`src/rtl/periph_bus_resp.sv`:
```
// Memory-mapped peripheral responder: LED, 7-seg, switches, systick and an optional timer.
// Timer hardware (TH/TL/TCON, oIrq) is compiled in only when PERIPH_TIMER_EN is defined.
module periph_bus_resp (
  input  logic        iClk,
  input  logic        iRst_n,
  input  logic [31:0] iAddr,
  input  logic        iMemRead,
  input  logic        iMemWrite,
  input  logic [31:0] iWrData,
  output logic [31:0] oRdData,
  input  logic [7:0]  iSwitch,
  output logic [7:0]  oLed,
  output logic [11:0] oDigi,
  output logic        oIrq
);

  localparam logic [31:0] ADDR_TH      = 32'h4000_0000;
  localparam logic [31:0] ADDR_TL      = 32'h4000_0004;
  localparam logic [31:0] ADDR_TCON    = 32'h4000_0008;
  localparam logic [31:0] ADDR_LED     = 32'h4000_000C;
  localparam logic [31:0] ADDR_SWITCH  = 32'h4000_0010;
  localparam logic [31:0] ADDR_DIGI    = 32'h4000_0014;
  localparam logic [31:0] ADDR_SYSTICK = 32'h4000_0018;

  typedef enum logic [2:0] {
    SEL_NONE,
    SEL_TH,
    SEL_TL,
    SEL_TCON,
    SEL_LED,
    SEL_SWITCH,
    SEL_DIGI,
    SEL_SYSTICK
  } sel_t;

  sel_t        sel;
  logic [7:0]  led;
  logic [11:0] digi;
  logic [31:0] systick;
  logic [7:0]  sw_meta;
  logic [7:0]  sw_sync;
  logic [31:0] th_rd;
  logic [31:0] tl_rd;
  logic [2:0]  tcon_rd;
  logic [31:0] rd_data;

  // Full 32-bit compare; misaligned addresses never select a register.
  always_comb begin
    sel = SEL_NONE;
    if (iAddr[1:0] == 2'b00) begin
      case (iAddr)
        ADDR_TH:      sel = SEL_TH;
        ADDR_TL:      sel = SEL_TL;
        ADDR_TCON:    sel = SEL_TCON;
        ADDR_LED:     sel = SEL_LED;
        ADDR_SWITCH:  sel = SEL_SWITCH;
        ADDR_DIGI:    sel = SEL_DIGI;
        ADDR_SYSTICK: sel = SEL_SYSTICK;
        default:      sel = SEL_NONE;
      endcase
    end
  end

  always_ff @(posedge iClk) begin
    if (!iRst_n) begin
      led     <= '0;
      digi    <= '0;
      systick <= '0;
      sw_meta <= '0;
      sw_sync <= '0;
    end else begin
      systick <= systick + 32'd1;
      sw_meta <= iSwitch;
      sw_sync <= sw_meta;
      if (iMemWrite && sel == SEL_LED)  led  <= iWrData[7:0];
      if (iMemWrite && sel == SEL_DIGI) digi <= iWrData[11:0];
    end
  end

`ifdef PERIPH_TIMER_EN
  logic [31:0] th;
  logic [31:0] tl;
  logic [2:0]  tcon;
  logic        tl_wrap;
  logic        irq_set;

  assign tl_wrap = tcon[0] && (tl == '1);
  assign irq_set = tl_wrap && tcon[1];

  always_ff @(posedge iClk) begin
    if (!iRst_n) begin
      th   <= '0;
      tl   <= '0;
      tcon <= '0;
    end else begin
      if (iMemWrite && sel == SEL_TH) th <= iWrData;
      if (iMemWrite && sel == SEL_TL) begin
        tl <= iWrData;
      end else if (tcon[0]) begin
        tl <= tl_wrap ? th : tl + 32'd1;
      end
      // Hardware set of the status bit beats a concurrent software clear.
      if (iMemWrite && sel == SEL_TCON) begin
        tcon <= {iWrData[2] | irq_set, iWrData[1:0]};
      end else if (irq_set) begin
        tcon[2] <= 1'b1;
      end
    end
  end

  assign th_rd   = th;
  assign tl_rd   = tl;
  assign tcon_rd = tcon;
  assign oIrq    = tcon[2];
`else
  logic unused_wr_bits;

  assign unused_wr_bits = ^iWrData[31:12];
  assign th_rd   = '0;
  assign tl_rd   = '0;
  assign tcon_rd = '0;
  assign oIrq    = 1'b0;
`endif

  always_comb begin
    rd_data = '0;
    if (iMemRead) begin
      case (sel)
        SEL_TH:      rd_data = th_rd;
        SEL_TL:      rd_data = tl_rd;
        SEL_TCON:    rd_data = {29'd0, tcon_rd};
        SEL_LED:     rd_data = {24'd0, led};
        SEL_SWITCH:  rd_data = {24'd0, sw_sync};
        SEL_DIGI:    rd_data = {20'd0, digi};
        SEL_SYSTICK: rd_data = systick;
        default:     rd_data = '0;
      endcase
    end
  end

  assign oRdData = rd_data;
  assign oLed    = led;
  assign oDigi   = digi;

endmodule
```
`config.mk`:
```
export PLATFORM = sky130hd
export DESIGN_NAME = periph_bus_resp
export DESIGN_NICKNAME = d
export VERILOG_FILES = /design/src/rtl/periph_bus_resp.sv
export SDC_FILE = /design/constraint.sdc
export NUM_CORES = 1
export LEC_CHECK = 0
export ABC_AREA = 1
export CORE_ASPECT_RATIO = 0.7
export CORE_UTILIZATION = 46
export CTS_BUF_LIST = sky130_fd_sc_hd__clkbuf_16
export DETAILED_ROUTE_END_ITERATION = 7
export PLACE_DENSITY = 0.81
export REMOVE_ABC_BUFFERS = 1
export SLEW_MARGIN = 20
export SYNTH_ARGS = -nofsm -noshare
export SYNTH_HDL_FRONTEND = slang
export SYNTH_SLANG_ARGS = --single-unit
export TNS_END_PERCENT = 50
```
`constraint.sdc`:
```
create_clock -name iClk -period 2.71 [get_ports iClk]
set_input_delay 0.542 -clock iClk [delete_from_list [all_inputs] [get_ports iClk]]
set_output_delay 0.542 -clock iClk [all_outputs]
set_load 0.005 [all_outputs]
```
==> out/metrics.yaml, run 1 <==
drc: 0
worst_pin_slew_ns: 0.505
critPathBufInv: 4
finalWirelength_um: 13100
maxSlewHeadroom: 0.661
regArea_um2: 1360
drt-initial-drc-count: 520
hold_viol: 0
wire_per_inst_um: 16.2
antennaDiodeCount: 0
crit_chain: "buf_6 > nor2_4 > nand2_2 > nand3b_1 > nand3_4 > nand2_4 > nor2_8 > inv_4 > buf_4 > a21oi_4 > nand2_1 > a21oi_2 > buf_2"
ios: 129
avgSynthCellArea_um2: 6.72
syn_area_um2: 3730
ys_types: 37
p_leak_nw: 2.35
netlist_instances: 556
antenna_found_initial: 0
hp-class: "flop to flop"
multi_input_area_um2: 2280
ctsHoldBuffers: 0
nFillCells: 585
hold_slack_ns: 0.412
ir_drop_mv: 0.279
insertion_delay_ns: 0.33
place_area_um2: 5050
dp_hpwl_um: 8180
routabilityCongestion: 0.881
fin_crit_ns: 2.89
fmaxAchievable_mhz: 346
fin_ws_ns: -0.183
fin_area_um2: 5650
rsz0062_at_grt: "yes"
internal_power_mw: 1.90
drive_gt1_frac: 0.312
cts_made_buffers: 9
core_um2: 7870
cp.required_ns: 2.17
gr-usage-met3: 0.0655
p_comb_frac: 0.078
slew_viol_final: 0
fin_crit_sh: 1.07
final_cells: 810
worstPathArrival_ns: 2.35
cp_slowest_cell: "nor2_4"
power_frac_seq: 0.421
avgViaCountPerCell: 5.55
ys_ff_latch: 68
grt-ovfl-total: 0
cts_buffer_depth: 2
ys_seq_area_frac: 0.365
cts.sinks: 68
rows: 27
cp_max_fo: 5
status: "finished, violations left"
start_kind: "primary input"
switchingPower_mw: 0.528
placed_cells: 768
dieWidth_um: 110
cts_tree: "done"
critical-path-top-delay-family: "simple AND/OR/NAND/NOR gates"
cts-htree-levels: 3
grt_pass1_vias: 4283
die_area_um2: 8490
met1_usage: 0.402
start_util: 0.474
firstDrtPassIters: 5
power.density_nw_per_um2: 430
final_common_cell: "nand2_1"
endpoint_kind: "output port"
antenna_left: 0
fin_nets: 782
yosysWarnings: 0
clock-root-buffer: "clkbuf_16"
drv_cap: 0
grt_use_total: 0.307
numPortBuffers: 107
critPathMaxStageDelay_ns: 0.25
crit_type: "primary input to output port"
areaGrowthSynthToFinish_pct: 51.4
busiest_layer: "met2"
grtUsageMet2: 0.501
grt_pass1_wl_um: 20300
path_clk_slew_ns: 0.05
clock_skew_ns: 0.00752
power.clock.fraction: 0.501
die_h_um: 77.4
setup_viol: 30
switching_share: 0.217
violations: "negative setup slack"
grt_start_max_net_pins: 43
final_cell_mix: "109 x nand2_1, 68 x dfxtp_1, 59 x nor2_1"
via_count: 4497
worst min-delay path: cells and delay by family (launching register included):
family,cells,cell delay [ns]
buffers and inverters,1,0.04
and+or+nand+nor,1,0.04
DFF,1,0.30
power by group through the flow:
stage,registers [mW],logic (mW),clock network (mW)
floorplan,1.04,0.0490,0
CTS,1.02,0.166,1.23
finish,1.02,0.190,1.22
global route,1.02,0.205,1.28
global placement,1.04,0.166,0
detailed placement,1.04,0.171,0
metal layers:
metal / share of wire / wire length, µm / up-vias
met3: 0.091 / 1200 / 42
met1: 0.41 / 5430 / 2046
met2: 0.47 / 6210 / 288
li1: - / - / 2121
met4: 0.022 / 286 / 0
met5: 0 / 0 / -
through the flow:
stage / utilization / setup WS [ns] / power, mW / setup TNS, ns
2_1_floorplan: - / 0.0709 / 1.09 / 0
3_3_place_gp: 0.641 / -0.694 / 1.21 / -21.45
3_5_place_dp: 0.641 / -0.806 / 1.21 / -24.16
4_1_cts: 0.700 / 0.000476 / 2.41 / 0
5_1_grt: 0.718 / -0.263 / 2.51 / -4.89
6_report: 0.718 / -0.183 / 2.43 / -2.77
cell type report:
class | count | area share
Multi-Input combinational cell | 401 | 0.403
Sequential cell | 68 | 0.241
Timing Repair Buffer | 156 | 0.228
Inverter | 67 | 0.0476
Clock buffer | 9 | 0.0398
Tap cell | 101 | 0.0224
Clock inverter | 6 | 0.0144
Timing Repair inverter | 2 | 0.00398
cell families (layout without fill, tap and decap cells):
kind of cell,after synthesis,after routing,synth area share
AND/OR/NAND/NOR,328,328,0.435
buffers and inverters,87,240,0.0945
AO/OA/AOI/OAI,71,71,0.102
flip-flops,68,68,0.365
adder cells (fa/ha/maj),1,1,0.00335
other,1,1,0.00100
synth_stat cells (all sizes together):
master / number / share of area
clkbuf: 11 / 0.011
nor3b: 4 / 0.0080
inv: 64 / 0.064
a31oi: 1 / 0.0017
nor2: 86 / 0.10
or2: 3 / 0.0050
o21ai: 23 / 0.031
nand3: 33 / 0.048
conb: 1 / 0.0010
ha: 1 / 0.0034
a211oi: 1 / 0.0020
nor4: 6 / 0.010
o21a: 2 / 0.0040
nor3: 36 / 0.075
dfxtp: 68 / 0.36
buf: 9 / 0.016
nand4: 27 / 0.045
nand2: 130 / 0.13
clkinv: 3 / 0.0030
nand3b: 3 / 0.0060
a21oi: 44 / 0.063
state kept, by name (all words and copies together), names as in the netlist:
register,cells
oDigi,12
sw_meta,8
sw_sync,8
oLed,8
systick,32
timing repair:
item | CTS | global route
gates resized for setup | 261 | 73
cloned | 2 | 0
setup endpoints to repair | 32 | 32
endpoints found under the hold margin | 0 | 0
setup buffers | 23 | 2
pin swaps | 26 | 22
final timing paths:
path | startpoint | end | slack [ns] | cells past startpoint
worst max-delay path | iAddr[1] | oRdData[9] | -0.18 | 13
worst min-delay path | sw_meta[1] | sw_sync[1] | 0.41 | 2
worst max register to register | systick[0] | systick[30] | 0.41 | 12
worst min register to register | sw_meta[1] | sw_sync[1] | 0.41 | 2
Power figures use the tool's default switching activity.
==> run 2: changes to the inputs <==
- CAP_MARGIN: not set -> 20
- CORE_UTILIZATION: 46 -> 49
- PLACE_DENSITY: 0.81 -> 0.86
- clock period: 2.71 -> 3.74 ns (I/O delays scaled with it)
==> out/metrics.yaml, run 2 (same netlist as run 1, synthesis figures left out) <==
cts.sinks: 68  # unchanged
dp_hpwl_um: 8250  # +0.81%
status: "finished, violations left"
drv_cap: 0  # unchanged
routabilityCongestion: 0.880  # -0.10%
wire_per_inst_um: 15.4  # -4.7%
wl_met2_um: 5750  # -7.5%
cts_buffer_depth: 2  # unchanged
grt-ovfl-total: 0  # unchanged
wl_met1_um: 5180  # -4.6%
core_um2: 7320  # -7.0%
maxSlewHeadroom: 0.420  # -0.241
grt_use_total: 0.300  # -0.00762
final_cells: 791  # -2.3%
setup_viol: 2  # -93%
grt_start_max_net_pins: 44  # +2.3%
endpoint_kind: "output port"
ir_drop_mv: 0.229  # -18%
antennaDiodeCount: 0  # unchanged
power.density_nw_per_um2: 319  # -26%
cp_max_fo: 5  # unchanged
start_kind: "primary input"
worst_pin_slew_ns: 0.864  # +0.359 ns
fmaxAchievable_mhz: 256
rsz0062_at_grt: "yes"
via_count: 4357  # -3.1%
worstPathArrival_ns: 3.16  # +0.81 ns
drt-initial-drc-count: 388  # -25%
cts_made_buffers: 9  # unchanged
antenna_left: 0  # unchanged
dieWidth_um: 106  # -3.1%
placed_cells: 767  # -0.13%
fin_nets: 766  # -2.0%
finalWirelength_um: 12200  # -6.9%
crit_type: "primary input to output port"
cts-htree-levels: 3  # unchanged
firstDrtPassIters: 6  # +1
path_clk_slew_ns: 0.06  # about the same
fin_ws_ns: -0.165  # +0.0178 ns
hold_viol: 0  # unchanged
p_leak_nw: 2.53  # +7.9%
antenna_found_initial: 0  # unchanged
insertion_delay_ns: 0.34  # about the same
fin_crit_ns: 3.91
rows: 26  # -3.7%
slew_viol_final: 0  # unchanged
power_mw: 1.78  # -27%
die_area_um2: 7980  # -6.0%
nFillCells: 516  # -12%
largest_reg_flops: 32  # unchanged
clock_skew_ns: 0.00640  # -0.00112 ns
hp-class: "flop to flop"
final_common_cell: "nand2_1"
clock-root-buffer: "clkbuf_16"
top_register: "systick"
violations: "negative setup slack"
drc: 0  # unchanged
highest_layer: "met4"
avgViaCountPerCell: 5.51  # -0.79%
cp.required_ns: 2.99  # +0.82 ns
grt_pass1_vias: 3854  # -10%
wl_met3_um: 948  # -21%
numPortBuffers: 107  # unchanged
die_h_um: 75.0  # -3.0%
grt_pass1_wl_um: 18600  # -8.0%
final_cell_mix: "125 x nand2_1, 75 x clkdlybuf4s50_1, 69 x nor2_1"
cts_tree: "done"
start_util: 0.510  # +0.0358
ios: 129  # unchanged
areaGrowthSynthToFinish_pct: 49.2
drive_gt1_frac: 0.166  # -0.146
fin_crit_sh: 1.04
-- run 2: cell count changes in the layout (fill, tap and decap cells not counted), moves of 8 or more --
cell / before / now
buf_2: 43 / 0
buf_6: 17 / 4
clkdlybuf4s50_1: 43 / 75
dlymetal6s2s_1: 0 / 23
nand2_1: 109 / 125
nand2_2: 18 / 3
nor2_1: 59 / 69
nor2_4: 14 / 6
-- run 2: worst max-delay path, cell delays in order --
cell and delay, ns:
clkdlybuf4s50_1 0.44, nor2_4 0.21, nand3_2 0.12, buf_4 0.16
a21oi_4 0.17, inv_2 0.09, nor2_8 0.12, inv_2 0.06
buf_4 0.14, a21oi_4 0.15, nand2_1 0.10, a21oi_2 0.13
clkdlybuf4s50_1 0.51
-- run 2: worst paths after layout --
path                                 start           to  slack (ns)  cells after the start
worst max-delay path              iAddr[0]   oRdData[9]       -0.17                     13
worst min-delay path            sw_meta[3]   sw_sync[3]        0.41                      2
worst max register to register  systick[0]  systick[22]        1.44                     12
worst min register to register  sw_meta[3]   sw_sync[3]        0.41                      2
-- run 2: what timing repair did --
item                                    CTS  global route
pin swaps                                 1             2
gates resized for setup                  18            52
gates cloned                              0             0
setup buffers                             1             8
hold buffers                              0             0
endpoints found under the setup margin   32            31
-- run 2: final cells by class --
cell class | count | area [µm²] | share of cell area
repair buffers | 142 | 1420 | 0.255
inverters | 67 | 259 | 0.0465
clock buffers | 9 | 225 | 0.0404
clock inverters | 6 | 88.8 | 0.0160
multi-input cells | 401 | 2090 | 0.376
flip-flops and latches | 68 | 1360 | 0.244
well taps | 98 | 123 | 0.0220
-- run 2: per-layer routing --
metal  GRT usage  up-vias
met5           0        -
met4      0.0941        0
met3      0.0563       43
met2       0.514      243
met1       0.389     1993
li1            -     2078
-- run 2: metrics by stage --
step | setup WS [ns] | hold slack [ns] | TNS (ns) | area [µm²] | utilization
2_1_floorplan | 0.689 | 0.390 | 0 | 3630 | -
3_3_place_gp | -0.0955 | 0.400 | -1.69 | 5030 | 0.688
3_5_place_dp | -0.230 | 0.402 | -4.91 | 5030 | 0.688
4_1_cts | -0.137 | 0.416 | -1.27 | 5380 | 0.735
5_1_grt | -0.256 | 0.427 | -0.705 | 5570 | 0.761
6_report | -0.165 | 0.413 | -0.281 | 5570 | 0.761
-- run 2: where the power goes --
group | internal (mW) | switching [mW]
Combinational | 0.0701 | 0.0595
Clock | 0.581 | 0.327
Sequential | 0.735 | 0.00532
==> run 3: changes to the inputs <==
- PLACE_DENSITY: 0.86 -> 0.95
- clock period: 3.74 -> 4.85 ns (I/O delays scaled with it)
==> out/metrics.yaml, run 3 (same netlist as run 1, synthesis figures left out) <==
status: "finished clean"
antenna_left: 0  # unchanged
grt_pass1_wl_um: 18000  # -3.4%
cts_resized: 0  # -18
slew_viol_final: 0  # unchanged
fin_crit_ns: 4.57
critPathMaxStageDelay_ns: 0.54  # +0.03 ns
cts_buffer_depth: 2  # unchanged
antennaDiodeCount: 0  # unchanged
avgViaCountPerCell: 5.55  # +0.79%
start_kind: "primary input"
power.density_nw_per_um2: 254  # -21%
p_leak_nw: 1.89  # -25%
worst-path-stages: 13  # unchanged
top_register: "systick"
drt-initial-drc-count: 351  # -9.5%
ir_drop_mv: 0.185  # -19%
insertion_delay_ns: 0.33  # about the same
clock_skew_ns: 0.00469  # -0.00171 ns
endpoint: "oRdData[2]"
crit_type: "primary input to output port"
grt-ovfl-total: 0  # unchanged
place_area_um2: 4870  # -3.2%
r2r_end: "systick[30]"
via_count: 4236  # -2.8%
post_cts_buffers: 0  # -1
dp_hpwl_um: 8230  # -0.30%
start_util: 0.510  # unchanged
largest_reg_flops: 32  # unchanged
critPathBufInv: 2  # -4
worstPathArrival_ns: 3.60  # +0.44 ns
rr_worst_depth: 12  # unchanged
cts-htree-levels: 3  # unchanged
cp_common_cell: "nor2_1"
fmaxAchievable_mhz: 219
power_mw: 1.31  # -26%
rows: 26  # unchanged
final_cells: 763  # -3.5%
cts_tree: "done"
cts.sinks: 68  # unchanged
dieWidth_um: 106  # unchanged
hold_viol: 0  # unchanged
setup_viol: 0  # -2
cp.required_ns: 3.88  # +0.89 ns
ctsHoldBuffers: 0  # unchanged
final_common_cell: "nand2_1"
clock-root-buffer: "clkbuf_16"
met1_usage: 0.340  # -0.0487
worst_pin_slew_ns: 0.806  # -0.0587 ns
fin_nets: 737  # -3.8%
drc: 0  # unchanged
endpoint_kind: "output port"
placed_cells: 747  # -2.6%
areaGrowthSynthToFinish_pct: 38.5
ios: 129  # unchanged
cts_made_buffers: 9  # unchanged
hold_slack_ns: 0.414  # +0.00135 ns
die_area_um2: 7980  # unchanged
wire_per_inst_um: 14.7  # -4.7%
busiest_layer: "met2"
fin_crit_sh: 0.942
hp-class: "flop to flop"
numPortBuffers: 107  # unchanged
path_clk_slew_ns: 0.06  # about the same
rsz0062_at_grt: "no"
final_cell_mix: "126 x nand2_1, 107 x clkdlybuf4s50_1, 76 x nor2_1"
fin_area_um2: 5170  # -7.1%
critical-path-top-delay-family: "simple AND/OR/NAND/NOR gates"
drive_gt1_frac: 0.107  # -0.0592
crit_chain: "clkdlybuf4s50_1 > nor2_1 > nand2_1 > nor2_1 > nand3_2 > nor2_2 > nand2_2 > nor2_4 > nand4_1 > nand2_1 > nor2_1 > nor2_1 > clkdlybuf4s50_1"
drv_cap: 0  # unchanged
startpoint: "iAddr[27]"
core_um2: 7320  # unchanged
die_h_um: 75.0  # unchanged
whs_path_depth: 2  # unchanged
grt_use_total: 0.286  # -0.0139
timing.reg2reg.setup_slack_ns: 2.66  # +1.22 ns
grtUsageMet2: 0.519  # +0.00433
antenna_found_initial: 0  # unchanged
firstDrtPassIters: 5  # -1
grt_start_max_net_pins: 44  # unchanged
gr-usage-met3: 0.0615  # +0.00519
grt_pass1_vias: 4015  # +4.2%
reg2reg_from: "systick[0]"
maxSlewHeadroom: 0.459  # +0.0394
cp_slowest_cell: "clkdlybuf4s50_1"
finalWirelength_um: 11200  # -8.0%
cp_max_fo: 16  # +11
routabilityCongestion: 0.912  # +3.7%
fin_setup_tns_ns: 0  # +0.281 ns
-- run 3: cell types whose count changed in the layout (fill, tap and decap cells not counted), sizes merged --
cell / delta
buf: -29
bufinv: -1
clkbuf: -4
clkdlybuf4s50: +32
clkinv: +2
dlygate4sd2: -5
dlymetal6s2s: -23
-- run 3: metal layers --
metal	share of wire	vias to the layer above	wire length [µm]
li1	-	2027	-
met1	0.41	1961	4630
met2	0.48	212	5440
met3	0.076	36	853
met4	0.027	0	306
met5	0	-	0
-- run 3: how the worst min path moves through the flow --
stage | startpoint | end
final | sw_meta[1] | sw_sync[1]
after global routing | sw_meta[1] | sw_sync[1]
after detailed placement | sw_meta[1] | sw_sync[1]
after CTS | sw_meta[1] | sw_sync[1]
after global placement | sw_meta[0] | sw_sync[0]
after floorplan | sw_meta[0] | sw_sync[0]
-- run 3: power breakdown --
group	internal [mW]	total [mW]	leakage (nW)	switching, mW
sequential	0.567	0.571	0.552	0.00402
combinational	0.0501	0.0921	1.20	0.0420
clock	0.400	0.650	0.142	0.250
total	1.02	1.31	1.89	0.296
-- run 3: through the flow --
stage	util	setup WS (ns)
global placement	0.665	0.508
floorplan	-	1.35
finish	0.707	0.284
detailed placement	0.665	0.381
CTS	0.707	0.339
global route	0.707	0.108
-- run 3: final cells by class --
type	instances	area, µm²
clock buffers	9	225
clock inverters	7	76.3
fillers	554	2150
inverters	67	251
multi-input cells	401	2020
flip-flops and latches	68	1360
well taps	98	123
repair buffers	113	1120
-- run 3: tightest hold or removal path, cell delays in order (launching register included) --
cell     delay (ns)
dfxtp_1        0.30
nand2_1        0.05
inv_1          0.04
